$ cat src/rtl/fdiv_driver.sv
// rtl/fdiv_driver.sv - operand FIFO and one-at-a-time request sequencer for an external fdiv unit
// Optional FDIV_DRV_TIMEOUT_EN: abort a WAIT lasting TIMEOUT cycles with a quiet-NaN error result.
module fdiv_driver #(
    parameter int DEPTH   = 4,
    parameter int TIMEOUT = 32
) (
    input  logic        clk,
    input  logic        rstn,
    input  logic        in_valid,
    output logic        in_ready,
    input  logic [31:0] in_x1,
    input  logic [31:0] in_x2,
    output logic        div_en,
    output logic [31:0] div_x1,
    output logic [31:0] div_x2,
    input  logic [31:0] div_y,
    input  logic        div_done,
    input  logic        div_busy,
    output logic        out_valid,
    input  logic        out_ready,
    output logic [31:0] out_y,
    output logic        out_err
);
    localparam int AW = $clog2(DEPTH);
    localparam int CW = AW + 1;
    localparam logic [CW-1:0] FULL_CNT = CW'(DEPTH);

    localparam logic [1:0] S_IDLE  = 2'd0;
    localparam logic [1:0] S_ISSUE = 2'd1;
    localparam logic [1:0] S_WAIT  = 2'd2;
    localparam logic [1:0] S_HOLD  = 2'd3;

    if (DEPTH < 2 || DEPTH > 16 || (DEPTH & (DEPTH - 1)) != 0 || TIMEOUT < 1) begin : g_bad_params
        $error("fdiv_driver: DEPTH must be a power of 2 in 2..16 and TIMEOUT at least 1");
    end

    logic [1:0]    state;
    logic [31:0]   mem_x1 [DEPTH];
    logic [31:0]   mem_x2 [DEPTH];
    logic [AW-1:0] wr_ptr;
    logic [AW-1:0] rd_ptr;
    logic [CW-1:0] count;
    logic          push;
    logic          pop;
    logic          full;
    logic          empty;

    assign full      = (count == FULL_CNT);
    assign empty     = (count == '0);
    assign in_ready  = !full;
    assign push      = in_valid && !full;
    assign pop       = (state == S_IDLE) && !empty && !div_busy;
    assign div_en    = (state == S_ISSUE);
    assign out_valid = (state == S_HOLD);

    // Storage carries no reset; occupancy and pointers alone define what is valid.
    always_ff @(posedge clk) begin
        if (push) begin
            mem_x1[wr_ptr] <= in_x1;
            mem_x2[wr_ptr] <= in_x2;
        end
    end

    always_ff @(posedge clk or negedge rstn) begin
        if (!rstn) begin
            wr_ptr <= '0;
            rd_ptr <= '0;
            count  <= '0;
        end else begin
            if (push) wr_ptr <= wr_ptr + AW'(1);
            if (pop)  rd_ptr <= rd_ptr + AW'(1);
            case ({push, pop})
                2'b10:   count <= count + CW'(1);
                2'b01:   count <= count - CW'(1);
                default: count <= count;
            endcase
        end
    end

`ifdef FDIV_DRV_TIMEOUT_EN
    localparam int TW = $clog2(TIMEOUT + 1);

    logic [TW-1:0] tcnt;
    logic          timeout_hit;
    logic          err_q;

    // Fires on the TIMEOUT-th consecutive WAIT cycle without a completion.
    assign timeout_hit = (state == S_WAIT) && !div_done && ((tcnt + TW'(1)) == TW'(TIMEOUT));
    assign out_err     = err_q;

    always_ff @(posedge clk or negedge rstn) begin
        if (!rstn) begin
            tcnt  <= '0;
            err_q <= 1'b0;
        end else begin
            if (state == S_ISSUE) begin
                tcnt <= '0;
            end else if (state == S_WAIT && !div_done && !timeout_hit) begin
                tcnt <= tcnt + TW'(1);
            end
            if (state == S_WAIT && div_done) begin
                err_q <= 1'b0;
            end else if (timeout_hit) begin
                err_q <= 1'b1;
            end
        end
    end
`else
    assign out_err = 1'b0;
`endif

    always_ff @(posedge clk or negedge rstn) begin
        if (!rstn) begin
            state  <= S_IDLE;
            div_x1 <= '0;
            div_x2 <= '0;
            out_y  <= '0;
        end else begin
            case (state)
                S_IDLE: begin
                    if (pop) begin
                        div_x1 <= mem_x1[rd_ptr];
                        div_x2 <= mem_x2[rd_ptr];
                        state  <= S_ISSUE;
                    end
                end
                S_ISSUE: state <= S_WAIT;
                S_WAIT: begin
                    if (div_done) begin
                        out_y <= div_y;
                        state <= S_HOLD;
                    end
`ifdef FDIV_DRV_TIMEOUT_EN
                    else if (timeout_hit) begin
                        out_y <= 32'h7FC0_0000;
                        state <= S_HOLD;
                    end
`endif
                end
                S_HOLD: begin
                    if (out_ready) state <= S_IDLE;
                end
                default: state <= S_IDLE;
            endcase
        end
    end
endmodule
$ cat config.mk
export PLATFORM = sky130hd
export DESIGN_NAME = fdiv_driver
export DESIGN_NICKNAME = d
export VERILOG_FILES = /design/src/rtl/fdiv_driver.sv
export SDC_FILE = /design/constraint.sdc
export NUM_CORES = 1
export LEC_CHECK = 0
export ABC_CLOCK_PERIOD_IN_PS = 2800
export CAP_MARGIN = 20
export CELL_PAD_IN_SITES_DETAIL_PLACEMENT = 0
export CELL_PAD_IN_SITES_GLOBAL_PLACEMENT = 1
export CORE_MARGIN = 5
export CORE_UTILIZATION = 37
export CTS_CLUSTER_SIZE = 24
export DETAILED_ROUTE_END_ITERATION = 16
export PLACE_DENSITY_LB_ADDON = 0.1
export SYNTH_ARGS = -nofsm -noshare
export SYNTH_HDL_FRONTEND = slang
export SYNTH_SLANG_ARGS = --single-unit
$ cat constraint.sdc
create_clock -name clk -period 2.8 [get_ports clk]
set_input_delay 0.42 -clock clk [delete_from_list [all_inputs] [get_ports clk]]
set_output_delay 0.42 -clock clk [all_outputs]
set_load 0.01 [all_outputs]
Word-level counts from Yosys, hierarchy flattened --
Memories as Yosys holds them, arrays and structs flattened. A register that Yosys moved wholly into a read port is not among the register bits. Index checks and enable logic that the tools add are counted. W data, S select, Z words.
Storage, ports and cells: bits in writable memories 256, input bits 102, memories kept 2, output and inout bits 100, logic and storage cells 41, flip-flop bits (word level) 41
Cells by class: muxes and demuxes 7, reductions and logical operators 14, $add $sub $neg 4, equality and inequality tests 9
Memory list:
- mem_x1 | words 4, bits a word 32, rd ports 1, clocked after Yosys merged registers in 1, write ports 1, RTL line 38 | logic [31:0] mem_x1 [DEPTH];
- mem_x2 | words 4, bits a word 32, rd ports 1, clocked after Yosys merged registers in 1, write ports 1, RTL line 39 | logic [31:0] mem_x2 [DEPTH];
Operators with widths (number):
- $pmux W2 S4 | 1
- $eq A2 B2 Y1 const B | 3
- $mux W2 | 3
- $pmux W3 S2 | 1
- $logic_not A1 Y1 | 5
- $add A2 B1 Y2 const B | 2
- $eq A2 B1 Y1 const B | 2
- $ne A2 B2 Y1 const B | 2
- $reduce_and A2 Y1 | 2
- $add A3 B1 Y3 const B | 1
- $eq A3 B3 Y1 const B | 1
- $logic_and A1 B1 Y1 | 3
- $logic_not A3 Y1 | 1
- $reduce_and A3 Y1 | 1
- $sub A3 B1 Y3 const B | 1
- $logic_not A2 Y1 | 1
- $mux W1 | 2
- $ne A2 B1 Y1 const B | 1
- $reduce_bool A2 Y1 | 1

Logic depth before layout (Yosys ltp) --
depth after elaboration 6, gate-level depth with buffers 11, mapped depth without buffers 9

Worst setup path after synthesis --
OpenSTA, ideal clock, no wires.
path type reg-to-reg, start point reg count[2], end point mem mem_x1[0][0] (enable), path buffers 0, data arrival time 2.240 ns, period minus slack after synthesis 2.670 ns, stages on the path, launching flop included 3, data required time 2.371 ns, path slack 0.130 ns, library setup time 0.429 ns, path through dfrtp_1 -> or3b_1 -> and3_1
On the way: longest elaborated chain between the ends 5
Ends and longest elaborated chain:
- start, declared | RTL line 42 | logic [CW-1:0] count;
- start signal, assigned | RTL line 73 | 2'b10: count <= count + CW'(1);
- start signal, assigned | RTL line 74 | 2'b01: count <= count - CW'(1);
- start signal, assigned | RTL line 75 | default: count <= count;
- $eq A3 B3 Y1 | RTL line 48 | assign full = (count == FULL_CNT);
- $logic_not A1 Y1
- via in_ready | RTL line 10 | output logic in_ready,
- $logic_and A1 B1 Y1 | RTL line 51 | assign push = in_valid && !full;
- $mux W1 | RTL line 58 | if (push) begin
- $mux W1 (implied by the code) | RTL line 59 | mem_x1[wr_ptr] <= in_x1;
- end, declared | RTL line 38
The timed path passes the listed nets, and every way through them passes these cells.

Final worst setup path --
start point reg count[1], end point out in_ready
On the way: longest elaborated chain between the ends 2
Ends and longest elaborated chain:
- $eq A3 B3 Y1 | RTL line 48
- $logic_not A1 Y1 | RTL line 50 | assign in_ready = !full;
- end, declared | RTL line 10
Every way passes these cells.

==> flow_metrics.tcl <==
set metrics [dict create \
    pwr-share-seq_pct 43.1 \
    grt.overflow.total 0 \
    via_per_inst 4.89 \
    setup_viol 0 \
    wirelength_microns 28300 \
    postLayoutCoreUtil_pct 48.8 \
    final-hold-violation-count 0 \
    synth.largest_area_cell "sky130_fd_sc_hd__edfxtp_1" \
    power_frac_comb_pct 30.4 \
    yosys_warnings 0 \
    detailedPlacementHpwl_microns 17400 \
    clock_power_share_pct 26.6 \
    synth.yosys.seq_area_share_pct 77.1 \
    timing.critical_path.slowest_stage_cell "sky130_fd_sc_hd__clkdlybuf4s50_1" \
    floorplan.die.width_microns 200 \
    cts_made_buffers 41 \
    timing.max_slew.rel_slack_pct 55.0 \
    setup_slack_ns 0.409 \
    worst_path_dominant_cell_family "buffers and inverters" \
    cts_tree "done" \
    remaining_drc_errors 0 \
    post_cts_resize_count 0 \
    coreArea_sq_um 35700 \
    synth_fp_nets 706 \
    worstSetupPathType "reg -> out" \
    outcome "finished clean" \
    setup_total_negative_slack_ns 0 \
    syn_avg_cell_area_sq_um 22.6 \
    setup_repair_after_global_routing_missed_its_margin "no" \
    max_cap_viol_count 0 \
    nFillCells 2942 \
    first_global_vias 7399 \
    min_period_over_period_pct 85.4 \
    postSynthRegisterBits 361 \
    drt-pass1-iter-count 4 \
    fp-row-count 69 \
    route.detailed.wl_per_inst_microns 21.4 \
    r2r_cells 9 \
    endpoint_kind "output port" \
    netlist_instances 593 \
    dieArea_sq_um 40100 \
    grt_antenna_before_repair 3 \
    worst-slew-pin-transition_ns 0.675 \
    grt_pass1_wl_microns 44400 \
    clock_latency_ns 0.53 \
    area_of_combinational_cells_with_multiple_inputs_sq_um 2910 \
    antenna_cells 0 \
    gp_congestion 0.695 \
    start_util_pct 37.5 \
    crit_path_max_fanout 6 \
    vias_after_detailed_routing 6476 \
    power_density_nw_per_um2 1100 \
    worst_setup_hold_path_clk_slew_ns 0.06 \
    path_buf_inv 1 \
    grt_util_all_layers_pct 14.2 \
    numPortBuffers 200 \
    clock_path_buffers 3 \
    cts.htree.levels 2 \
    cts.sinks 361 \
    post_synth_num_cell_types 27 \
    slew_violations 0 \
    required_time_of_the_critical_path_ns 2.38 \
    area_of_all_placed_cells_without_fillers_sq_um 17400 \
    seq_area_sq_um 10300 \
    layout-drive-gt1-share_pct 28.6 \
    critical_path.startpoint_type "flip-flop" \
    max_clock_freq_mhz 418 \
    vdd.ir_drop.worst_v 0.000688 \
    pnr_total_power_mw 19.1 \
    power.switching_mw 5.20 \
    hold_path.class "in -> async" \
    design.final.nets 944 \
    path_depth 2 \
    cts_root_buf "sky130_fd_sc_hd__clkbuf_16" \
    p_int_mw 13.9 \
    timing.clock.skew_ns 0.0107 \
    r2r_slack_ns 0.46 \
    dpl_worst_slack_ns 0.407 \
    grt_start_max_net_pins 66 \
    die_h_microns 200 \
    final_antenna_net_count 0 \
    netSwitchingFraction_pct 27.3 \
    timing.final.crit_period_ns 2.39 \
    crit_path_cell_trace "or3b_1 -> clkdlybuf4s50_1" \
    synth.top_cell.area_share_pct 57.4 \
    design.portCount 202 \
    synth_top_cells_by_area "sky130_fd_sc_hd__edfxtp_1 57%, sky130_fd_sc_hd__dfrtp_1 20%, sky130_fd_sc_hd__mux4_2 11%" \
    worst-endpoint-arrival_ns 1.97 \
    detail_route.iter0.violations 227 \
    crit_path_largest_cell_delay_ns 0.55 \
    leakage_nw 6.13 \
    dpl-instance-area_sq_um 16100 \
    area_growth_pct 30.0 \
    mappedNetlistArea_sq_um 13400 \
]
layer usage:
metal  track usage (%)  part of all wire [%]  vias to the layer above
met2              24.7                    51                      167
met1              17.6                    42                     3397
met3              3.99                   5.4                       50
met5                 0                  0.12                        -
met4              3.81                   2.2                        6
li1                  -                     -                     2856
power groups by stage:
stage	Sequential, mW	Clock [mW]	Combinational [mW]
2_1_floorplan	8.31	0	3.09
3_3_place_gp	8.28	0	5.87
3_5_place_dp	8.35	0	5.96
4_1_cts	8.26	5.22	5.98
5_1_grt	8.41	5.46	6.25
6_report	8.21	5.07	5.79
what timing repair did:
item,4_1_cts,5_1_grt
hold endpoints to repair,45,0
hold buffers,1,0
setup buffers,0,0
setup endpoints to repair,0,0
state kept, by name (all words and copies together) (netlist names):
name    cells
div_x2     32
mem_x2    128
mem_x1    128
state       2
out_y      32
wr_ptr      2
count       3
div_x1     32
rd_ptr      2
cells by family after synthesis:
kind of cell | Yosys count | share of synthesized area, %
compound gates | 2 | 0.121
xor+xnor | 6 | 0.393
flops | 361 | 77.1
fa+ha+maj | 11 | 1.08
other cells | 1 | 0.0280
buf+inv | 33 | 1.42
simple gates | 16 | 0.795
mux | 163 | 19.1
worst paths after layout:
path | start | to
worst max-delay path | count[1]$_DFFE_PN0P_ | in_ready
worst max register to register | count[1]$_DFFE_PN0P_ | count[2]$_DFFE_PN0P_
worst min-delay path | rstn | div_x1[6]$_DFFE_PN0P_
min in group clk | out_y[23]$_DFFE_PN0P_ | out_y[23]$_DFFE_PN0P_
max in group asynchronous | rstn | rd_ptr[1]$_DFFE_PN0P_
worst min register to register | out_y[23]$_DFFE_PN0P_ | out_y[23]$_DFFE_PN0P_
stage by stage:
stage | hold WS (ns) | instances
after floorplan | 0.124 | 593
after global placement | 0.487 | 1248
after detailed placement | 0.492 | 1248
after CTS | 0.477 | 1325
after global routing | 0.493 | 1325
final | 0.490 | 1325
cell usage after synthesis:
master,number
sky130_fd_sc_hd__a2111o_1,1
sky130_fd_sc_hd__nor2_1,2
sky130_fd_sc_hd__nand2_1,2
sky130_fd_sc_hd__buf_6,5
sky130_fd_sc_hd__mux2i_1,1
sky130_fd_sc_hd__clkbuf_1,3
sky130_fd_sc_hd__ha_1,10
sky130_fd_sc_hd__mux2_2,98
sky130_fd_sc_hd__and2_1,2
sky130_fd_sc_hd__and3_1,4
sky130_fd_sc_hd__mux4_2,64
sky130_fd_sc_hd__buf_1,4
sky130_fd_sc_hd__buf_4,5
sky130_fd_sc_hd__nor4bb_1,1
sky130_fd_sc_hd__o21ai_0,1
sky130_fd_sc_hd__buf_2,8
sky130_fd_sc_hd__nor3b_2,1
sky130_fd_sc_hd__conb_1,1
sky130_fd_sc_hd__xor2_1,4
sky130_fd_sc_hd__fa_1,1
sky130_fd_sc_hd__inv_1,8
sky130_fd_sc_hd__dfrtp_1,105
sky130_fd_sc_hd__nor2b_1,2
sky130_fd_sc_hd__or3b_1,1
sky130_fd_sc_hd__xnor2_1,2
sky130_fd_sc_hd__nor3_2,1
sky130_fd_sc_hd__edfxtp_1,256
area by class of cell:
cell class | count | area share, %
Clock buffer | 67 | 7.23
Sequential cell | 361 | 59.3
Tap cell | 461 | 3.31
Clock inverter | 9 | 0.273
Timing Repair Buffer | 220 | 13.0
Inverter | 8 | 0.173
Multi-Input combinational cell | 199 | 16.7
placed cells by master, fill, tap and decap left out, types with 2 or more instances in the layout:
cell type and count:
sky130_fd_sc_hd__buf_4 11, sky130_fd_sc_hd__dfrtp_4 2, sky130_fd_sc_hd__xnor2_1 2, sky130_fd_sc_hd__edfxtp_1 256, sky130_fd_sc_hd__clkinv_2 4, sky130_fd_sc_hd__clkbuf_8 7, sky130_fd_sc_hd__ha_1 10, sky130_fd_sc_hd__nor2_1 2
sky130_fd_sc_hd__and2_1 2, sky130_fd_sc_hd__clkbuf_16 44, sky130_fd_sc_hd__inv_1 8, sky130_fd_sc_hd__buf_12 9, sky130_fd_sc_hd__mux2_2 98, sky130_fd_sc_hd__nor2b_1 2, sky130_fd_sc_hd__mux4_2 64, sky130_fd_sc_hd__clkdlybuf4s50_1 199
sky130_fd_sc_hd__nand2_1 2, sky130_fd_sc_hd__clkbuf_1 16, sky130_fd_sc_hd__and3_4 4, sky130_fd_sc_hd__xor2_1 4, sky130_fd_sc_hd__dfrtp_1 103, sky130_fd_sc_hd__clkinv_1 3
No activity file was read; power rests on OpenSTA's default activity.
